<file path="config.mk">
export PLATFORM = sky130hd
export DESIGN_NAME = ring_sequencer_flat
export DESIGN_NICKNAME = d
export VERILOG_FILES = /design/src/rtl/ring_sequencer_pkg.sv /design/src/rtl/ring_sequencer_if.sv /design/src/rtl/ring_sequencer_wrapshift.sv /design/src/rtl/ring_sequencer.sv /design/src/flat_wrapper.sv
export SDC_FILE = /design/constraint.sdc
export NUM_CORES = 1
export LEC_CHECK = 0
export CAP_MARGIN = 20
export CORE_ASPECT_RATIO = 0.75
export CORE_UTILIZATION = 40
export CTS_BUF_LIST = sky130_fd_sc_hd__clkbuf_16
export CTS_CLUSTER_DIAMETER = 120
export DETAILED_ROUTE_END_ITERATION = 6
export HOLD_SLACK_MARGIN = 0.15
export PLACE_DENSITY = 0.75
export SETUP_SLACK_MARGIN = 0.2
export SLEW_MARGIN = 30
export SYNTH_ARGS = -nofsm -noshare
export SYNTH_HDL_FRONTEND = slang
export SYNTH_HIERARCHICAL = 1
export SYNTH_SLANG_ARGS = --single-unit
</file>
<file path="constraint.sdc">
create_clock -name Phi1 -period 1.4 [get_ports Phi1]
set_input_delay 0.28 -clock Phi1 [delete_from_list [all_inputs] [get_ports Phi1]]
set_output_delay 0.28 -clock Phi1 [all_outputs]
set_load 0.05 [all_outputs]
</file>
<file path="src/rtl/ring_sequencer_pkg.sv">
// ring_pkg: shared constants and helpers for the ring sequencer.
package ring_pkg;
  localparam logic DIR_UP   = 1'b0;
  localparam logic DIR_DOWN = 1'b1;

  // Index width helper; returns at least 1 so 1-bit indices stay legal.
  function automatic int clog2(input int v);
    int r;
    r = 0;
    for (int i = 0; i < 31; i++) if ((1 << i) < v) r = i + 1;
    if (r == 0) r = 1;
    return r;
  endfunction
endpackage

</file>
<file path="src/rtl/ring_sequencer_if.sv">
// Control/status bundle for ring_sequencer. Port names keep the
// phase-suffixed (_s1) naming of the surrounding control path.
interface ring_sequencer_if
  import ring_pkg::*;
#(
  parameter int WIDTH     = 9,
  parameter int MAX_SHIFT = 2
);
  localparam int IW = clog2(WIDTH);

  logic                 Enable_s1;
  logic                 Dir_s1;
  logic                 Load_s1;
  logic [IW-1:0]        LoadPos_s1;
  logic [MAX_SHIFT:0]   ShiftSel_s1;
  logic [WIDTH-1:0]     State_s1;
  logic [IW-1:0]        Pos_s1;
  logic                 Wrap_s1;
  logic [WIDTH-1:0]     Shifted_s1;

  modport master (
    output Enable_s1, Dir_s1, Load_s1, LoadPos_s1, ShiftSel_s1,
    input  State_s1, Pos_s1, Wrap_s1, Shifted_s1
  );

  modport slave (
    input  Enable_s1, Dir_s1, Load_s1, LoadPos_s1, ShiftSel_s1,
    output State_s1, Pos_s1, Wrap_s1, Shifted_s1
  );
endinterface

</file>
<file path="src/rtl/ring_sequencer_wrapshift.sv">
// ring_wrapshift: combinational rotate-right by a one-hot distance select.
// A zero or multi-hot select passes the input through unshifted.
module ring_wrapshift #(
  parameter int WIDTH     = 9,
  parameter int MAX_SHIFT = 2
) (
  input  logic [WIDTH-1:0]   din_i,
  input  logic [MAX_SHIFT:0] sel_i,
  output logic [WIDTH-1:0]   dout_o
);
  // Pick the rotation for the single set select bit, else pass through.
  always_comb begin
    dout_o = din_i;
    if ($onehot(sel_i)) begin
      for (int k = 0; k <= MAX_SHIFT; k++) begin
        if (sel_i[k]) dout_o = (din_i >> k) | (din_i << (WIDTH - k));
      end
    end
  end
endmodule

</file>
<file path="src/rtl/ring_sequencer.sv">
// ring_sequencer: one-hot ring counter with load, direction, terminal-count
// pulse and a registered wrap-shifter output stage.
// Optional feature macro: RING_SEQUENCER_SHIFT_EN (shifter + output register).
module ring_sequencer
  import ring_pkg::*;
#(
  parameter int WIDTH     = 9,
  parameter int INIT_POS  = 0,
  parameter int MAX_SHIFT = 2
) (
  input  logic          Phi1,
  input  logic          Reset_b,
  ring_sequencer_if.slave rs
);
  localparam int             IW       = clog2(WIDTH);
  localparam logic [WIDTH-1:0] ONE     = {{(WIDTH-1){1'b0}}, 1'b1};
  localparam logic [WIDTH-1:0] INIT_OH = ONE << INIT_POS;
  localparam logic [IW-1:0]  INIT_IDX = IW'(INIT_POS);
  localparam logic [IW-1:0]  LAST_IDX = IW'(WIDTH - 1);

  logic [WIDTH-1:0] state_q, state_d;
  logic [IW-1:0]    pos_q, pos_d;
  logic             wrap_q, wrap_d;

  // Next ring state: load beats step beats hold; wrap only on a crossing step.
  always_comb begin
    state_d = state_q;
    pos_d   = pos_q;
    wrap_d  = 1'b0;
    if (rs.Load_s1) begin
      if (32'(rs.LoadPos_s1) >= WIDTH) begin
        state_d = INIT_OH;
        pos_d   = INIT_IDX;
      end else begin
        state_d = ONE << rs.LoadPos_s1;
        pos_d   = rs.LoadPos_s1;
      end
    end else if (rs.Enable_s1) begin
      if (rs.Dir_s1 == DIR_UP) begin
        state_d = {state_q[WIDTH-2:0], state_q[WIDTH-1]};
        pos_d   = (pos_q == LAST_IDX) ? '0 : pos_q + IW'(1);
        wrap_d  = state_q[WIDTH-1];
      end else begin
        state_d = {state_q[0], state_q[WIDTH-1:1]};
        pos_d   = (pos_q == '0) ? LAST_IDX : pos_q - IW'(1);
        wrap_d  = state_q[0];
      end
    end
  end

  // Ring, position and terminal-count registers.
  always_ff @(posedge Phi1 or negedge Reset_b) begin
    if (!Reset_b) begin
      state_q <= INIT_OH;
      pos_q   <= INIT_IDX;
      wrap_q  <= 1'b0;
    end else begin
      state_q <= state_d;
      pos_q   <= pos_d;
      wrap_q  <= wrap_d;
    end
  end

  assign rs.State_s1 = state_q;
  assign rs.Pos_s1   = pos_q;
  assign rs.Wrap_s1  = wrap_q;

`ifdef RING_SEQUENCER_SHIFT_EN
  logic [WIDTH-1:0] shifted_d, shifted_q;

  // Shift the next state so the registered output lines up with State_s1.
  ring_wrapshift #(.WIDTH(WIDTH), .MAX_SHIFT(MAX_SHIFT)) u_wrapshift (
    .din_i  (state_d),
    .sel_i  (rs.ShiftSel_s1),
    .dout_o (shifted_d)
  );

  // Output register for the shifted view.
  always_ff @(posedge Phi1 or negedge Reset_b) begin
    if (!Reset_b) shifted_q <= INIT_OH;
    else          shifted_q <= shifted_d;
  end

  assign rs.Shifted_s1 = shifted_q;
`else
  // Shifter absent: select is ignored and the output mirrors the ring.
  logic unused_shiftsel;
  assign unused_shiftsel = ^rs.ShiftSel_s1;
  assign rs.Shifted_s1   = state_q;
`endif
endmodule

</file>
<file path="src/flat_wrapper.sv">
// flat-port wrapper written by rule: the top's interface ports become plain ports
module ring_sequencer_flat import ring_pkg::*;
#(
  parameter int WIDTH     = 9,
  parameter int INIT_POS  = 0,
  parameter int MAX_SHIFT = 2
)
  (Phi1, Reset_b, rs_Enable_s1, rs_Dir_s1, rs_Load_s1, rs_LoadPos_s1, rs_ShiftSel_s1, rs_State_s1, rs_Pos_s1, rs_Wrap_s1, rs_Shifted_s1);
  ring_sequencer_if #(.WIDTH(WIDTH), .MAX_SHIFT(MAX_SHIFT)) rs_i ();
  input  logic Phi1;
  input  logic Reset_b;
  input wire logic [$bits(rs_i.Enable_s1)-1:0] rs_Enable_s1;
  input wire logic [$bits(rs_i.Dir_s1)-1:0] rs_Dir_s1;
  input wire logic [$bits(rs_i.Load_s1)-1:0] rs_Load_s1;
  input wire logic [$bits(rs_i.LoadPos_s1)-1:0] rs_LoadPos_s1;
  input wire logic [$bits(rs_i.ShiftSel_s1)-1:0] rs_ShiftSel_s1;
  output wire logic [$bits(rs_i.State_s1)-1:0] rs_State_s1;
  output wire logic [$bits(rs_i.Pos_s1)-1:0] rs_Pos_s1;
  output wire logic [$bits(rs_i.Wrap_s1)-1:0] rs_Wrap_s1;
  output wire logic [$bits(rs_i.Shifted_s1)-1:0] rs_Shifted_s1;
  assign rs_i.Enable_s1 = rs_Enable_s1;
  assign rs_i.Dir_s1 = rs_Dir_s1;
  assign rs_i.Load_s1 = rs_Load_s1;
  assign rs_i.LoadPos_s1 = rs_LoadPos_s1;
  assign rs_i.ShiftSel_s1 = rs_ShiftSel_s1;
  assign rs_State_s1 = rs_i.State_s1;
  assign rs_Pos_s1 = rs_i.Pos_s1;
  assign rs_Wrap_s1 = rs_i.Wrap_s1;
  assign rs_Shifted_s1 = rs_i.Shifted_s1;
  ring_sequencer #(.WIDTH(WIDTH), .INIT_POS(INIT_POS), .MAX_SHIFT(MAX_SHIFT)) u_core (.Phi1(Phi1), .Reset_b(Reset_b), .rs(rs_i));
endmodule
</file>
# --- Word-level counts from Yosys, hierarchy flattened ---
# Index checks and enable logic that the tools add are counted.
op_classes:
  n_addsub: 2
  n_lt_le_gt_ge: 1
  n_eq_ne: 1
  shift: 1
  muxes: 13
  reduce_logical: 2
op_table:
  columns: ["op", "count"]
  rows:
  - ["$mux 9", 4]
  - ["$mux 4", 6]
  - ["$shl 1x4->9 const A", 1]
  - ["$add 4x1->4 const B", 1]
  - ["$eq 4x4->1 const B", 1]
  - ["$ge 4x4->1 const B", 1]
  - ["$logic_not 4->1", 1]
  - ["$sub 4x1->4 const B", 1]
  - ["$mux 1", 3]
  - ["$reduce_bool 2->1", 1]
totals:
  register_bits: 14
  input_bits: 12
  out_inout_bits: 23
  word_cells: 23

# --- Longest topological paths before layout ---
logic_depth:
  depth_word: 5
  ltp_mapped: 6
  depth_no_buf: 6

# --- Worst setup path after synthesis ---
# OpenSTA, ideal clock, no wires.
synth_path:
  kind: "flip-flop to flip-flop"
  startpoint: "register u_core.pos_q[0] (netlist: u_core/rs.Pos_s1[0])"
  endpoint: "register u_core.pos_q[1] (netlist: u_core/rs.Pos_s1[1])"
  setup_time_ps: 83
  arrival_ps: 1730
  required_ps: 1317
  path_slack_ps: -413
  stages_incl_launch_ff: 7
  path_buffers: 0
  synth_period_minus_slack_ps: 1813
  cell_sequence: "dfrtp_1 > inv_1 > ha_1 > nor3b_1 > o311ai_0 > o21ai_0 > o22ai_1"
synth_via:
  elab_chain_cells: 5
  elab_cells_between_ends: 9
  cone_classes: "add/sub: 2; eq/ne: 1; mux: 5; reduce/logical: 1"
synth_rtl:
  columns: ["element", "line_no", "rtl"]
  rows:
  - ["from (decl)", "ring_sequencer.sv:22", "logic [IW-1:0] pos_q, pos_d;"]
  - ["from (signal assigned)", "ring_sequencer.sv:59", "pos_q <= pos_d;"]
  - ["$add 4x1->4, or another cell as far along", "ring_sequencer.sv:41", "pos_d = (pos_q == LAST_IDX) ? '0 : pos_q + IW'(1);"]
  - ["$mux 4 (on tied branches)", "ring_sequencer.sv:41, ring_sequencer.sv:45", null]
  - ["$mux 4 (*)", "ring_sequencer.sv:39", "if (rs.Dir_s1 == DIR_UP) begin"]
  - ["$mux 4 (*)", "ring_sequencer.sv:38", "end else if (rs.Enable_s1) begin"]
  - ["$mux 4 (*)", "ring_sequencer.sv:30", "if (rs.Load_s1) begin"]
# Mark *: on every way between the ends. The rest lies on a longest branch, timed or not. The select of a mux whose other input is x is not followed.
# A chain may end at the register's enable or synchronous reset.

# --- Worst setup path after layout ---
layout_path:
  startpoint: "register u_core.pos_q[1] (netlist: u_core/rs.Pos_s1[1])"
  endpoint: "register u_core.pos_q[3] (netlist: u_core/rs.Pos_s1[3])"
# The elaborated chain is that of the path after synthesis.

==> key figures <==
Outcome
  – Status: finished, violations left
  – Failing checks: negative setup slack

Global routing
  – Initial antenna violation count: 0
  – First-pass GRT wire length: 5990 um
  – GRT overflow: 0
  – Total GRT Usage: 0.315
  – Vias in the first global route: 1171
  – Largest net degree at the start of global routing: 15

Synthesis
  – Post-Syn Area per Cell: 9.18 sq um
  – EDFF count, synth: 0
  – Flops & latches, synth: 14
  – Synth warn: 6
  – Synth top area cells: dfrtp_1 (32%), mux2i_1 (9.7%), buf_4 (8.0%), o221ai_1 (4.3%), o21a_1 (3.6%)
  – Main combinational cell family by area after synthesis: compound AO/OA/AOI/OAI gates
  – Mux cell area share after synthesis: 0.119
  – Post-Synth XOR/XNOR Area: 0.0170
  – Post-Synthesis Cells: 112
  – Fraction of registers with async set or reset after synthesis: 1.00
  – Sequential element share of the synthesized area: 0.342
  – Synthesized net count: 126
  – Main synth FF type: dfrtp_1
  – Count leader, synth: dfrtp_1
  – Post-synthesis compound-gate area fraction: 0.237
  – Simple-gate area share of the yosys netlist: 0.144
  – Synth Cell Area: 1030 sq um
  – Synth Area in Adders: 0.0243
  – Post-synth top area share: 0.316
  – Post-synth top area cell: dfrtp_1
  – Most frequent cells after synthesis: dfrtp_1 (13), buf_4 (11), mux2i_1 (10), nand2_1 (9), nor2_1 (6)
  – Distinct cells, synth: 40

Cells and area
  – Cell Count, Final, Fillers Out: 199
  – Final Cell Area: 2050 sq um
  – Layout Nets: 180
  – Layout area overhead: 99.0%
  – Share of cells above drive strength 1: 0.618
  – # diodes: 0

Die
  – Initial core utilization: 0.435
  – Core Area: 2360 sq um
  – # IOs: 35
  – Die H: 45.9 um
  – Die X: 60.6 um
  – Num rows: 15
  – Die area: 2780 sq um

Worst setup path
  – RR Endpoint: u_core/rs.Pos_s1[3]$_DFFE_PN0P_
  – Critical Setup Path Class: reg2reg
  – R2R depth: 4
  – Required time of the critical path: 1520 ps
  – Worst setup SP type: register
  – Critical Path AT: 1620 ps
  – Worst Setup End Kind: register
  – R2R Setup Slk: -100 ps
  – Crit Path Max Fanout: 5
  – R2r startpoint: u_core/rs.Pos_s1[1]$_DFFE_PN0P_

Clock network
  – Clock-pin slew on the worst setup and hold paths: 50 ps
  – Clk buf depth: 2
  – Clk Latency, worst-skew pair: 250 ps
  – CTS Hold Bufs: 0
  – Root Buffer Master: clkbuf_16
  – CTS Buf Count: 3
  – H-tree levels: 1
  – Num Clock Sinks: 14
  – CTS tree: done

STA
  – Final min period: 1500 ps
  – Max Slew Vio Count: 0
  – Setup TNS: -174 ps
  – Fin worst setup slack: -96.7 ps
  – FMAX: 0.668 GHz
  – Least-Margin Pin Slew: 307 ps
  – Period utilization: 1.07
  – Worst Skew: 3.23 ps
  – Final setup vio count: 2
  – RSZ-0062 raised after global routing: true
  – Max_slew headroom: 0.796
  – Hold Violations, Final: 0

Drt
  – Antenna Violating Nets Remaining: 0
  – Pre-Repair DR Iteration Count: 4
  – DR vias: 1206
  – Routed WL per cell: 22.5 um
  – DRC viols: 0
  – Drt total wl: 4480 um
  – Post-DR vias/cell: 6.06
  – DR iter-0 viols: 76

Pwr
  – Share of power burned in registers: 0.249
  – Clk pwr share: 0.239
  – Switching Fraction: 0.383
  – Leak: 0.000924 uW
  – P_int: 1430 uW
  – Peak supply drop: 0.000989 V
  – Comb pwr share: 0.512
  – P_sw: 889 uW
  – P per Cell Area: 1130 nW/um^2

Placed design
  – Cells after DPL: 181
  – Dpl hpwl: 2250 um
  – Post-DP Area: 1700 sq um
  – Worst setup slack after placement: -304 ps
  – IO Port Bufs: 31
  – GP Congestion: 0.834

Job
  – Max Cap Viol: 0

Worst hold path
  – Worst hold path type: in2async
[cells by family (layout without fill, tap and decap cells)]
group	after synthesis	count (layout)
xor gates and xnor gates	2	2
muxes	12	12
and+or+nand+nor	28	28
buffers and inverters	20	73
DFF	14	14
adders and majority gates	2	2
AOI/OAI and AO/OA	34	34
[per-layer routing]
| metal | vias to the layer above | wire (um) | global-route usage |
|---|---|---|---|
| met1 | 602 | 1930 | 0.400 |
| met2 | 82 | 2120 | 0.510 |
| met5 | - | 0 | 0 |
| met4 | 0 | 82 | 0.141 |
| li1 | 508 | - | - |
| met3 | 14 | 353 | 0.0767 |
[how the worst max path moves through the flow]
| stage | from | cells past startpoint | end |
|---|---|---|---|
| after floorplan | u_core/rs.Pos_s1[3]$_DFFE_PN0P_ | 5 | u_core/rs.Pos_s1[3]$_DFFE_PN0P_ |
| after global placement | rs_Load_s1 | 5 | u_core/rs.Shifted_s1[4]$_DFFE_PN0P_ |
| after detailed placement | rs_Load_s1 | 5 | u_core/rs.Shifted_s1[4]$_DFFE_PN0P_ |
| after CTS | u_core/rs.Pos_s1[1]$_DFFE_PN0P_ | 4 | u_core/rs.Pos_s1[3]$_DFFE_PN0P_ |
| after global routing | u_core/rs.Pos_s1[1]$_DFFE_PN0P_ | 4 | u_core/rs.Pos_s1[3]$_DFFE_PN0P_ |
| final | u_core/rs.Pos_s1[1]$_DFFE_PN0P_ | 4 | u_core/rs.Pos_s1[3]$_DFFE_PN0P_ |
[cells in the final DEF, fill, tap and decap left out, types with 2 or more instances in the layout]
cell            count
mux2i_1             8
o21ai_0             2
clkbuf_16           3
o22ai_1             2
o221ai_2            3
buf_4              23
o21a_1              5
mux2i_2             2
clkbuf_2            2
dlygate4sd2_1       2
buf_12             24
o311ai_1            2
nor2_1              4
nand2_1             8
inv_1               2
a21oi_1             2
o21ai_1             2
inv_2               2
o211ai_1            2
buf_6               8
o221ai_1            2
dfrtp_2            12
dlymetal6s2s_1      3
a21oi_2             3
nand2b_1            3
mux2_4              2
[per-stage QoR]
stage / utilization / hold WS, ps / total power [uW]
2_1_floorplan: - / -15.6 / 1090
3_3_place_gp: 0.717 / 580 / 1530
3_5_place_dp: 0.717 / 592 / 1560
4_1_cts: 0.830 / 357 / 2200
5_1_grt: 0.866 / 395 / 2380
6_report: 0.866 / 351 / 2320
[cell type report]
cell class | instances | area, sq um
inverters | 4 | 15.0
well taps | 34 | 42.5
fillers | 122 | 318
flip-flops and latches | 14 | 367
clock buffers | 3 | 75.1
multi-input cells | 78 | 688
clock inverters | 1 | 3.75
repair buffers | 65 | 856
[repair_timing]
| action | 4_1_cts | 5_1_grt |
|---|---|---|
| gates resized for setup | 25 | 20 |
| buffers inserted | 8 | 4 |
| cloned | 2 | 0 |
| setup endpoints to repair | 18 | 18 |
| pin swaps | 10 | 6 |
[state kept, by name, indices dropped and copies added, names as in the netlist]
signal	cells
u_core/rs.Wrap_s1	1
u_core/rs.Shifted_s1	9
u_core/rs.Pos_s1	4
[power by group through the flow]
stage | sequential, uW | combinational [uW] | clock (uW)
2_1_floorplan | 694 | 394 | 0
3_3_place_gp | 573 | 957 | 0
3_5_place_dp | 575 | 981 | 0
4_1_cts | 569 | 1080 | 548
5_1_grt | 585 | 1230 | 568
6_report | 579 | 1190 | 555
[worst max-delay path, cell delays in order (launching register included)]
cell and delay, ps:
dfrtp_2 450, or4b_1 540, o311ai_1 100, o2bb2ai_1 180, o21ai_1 100
Power figures use the tool's default switching activity.
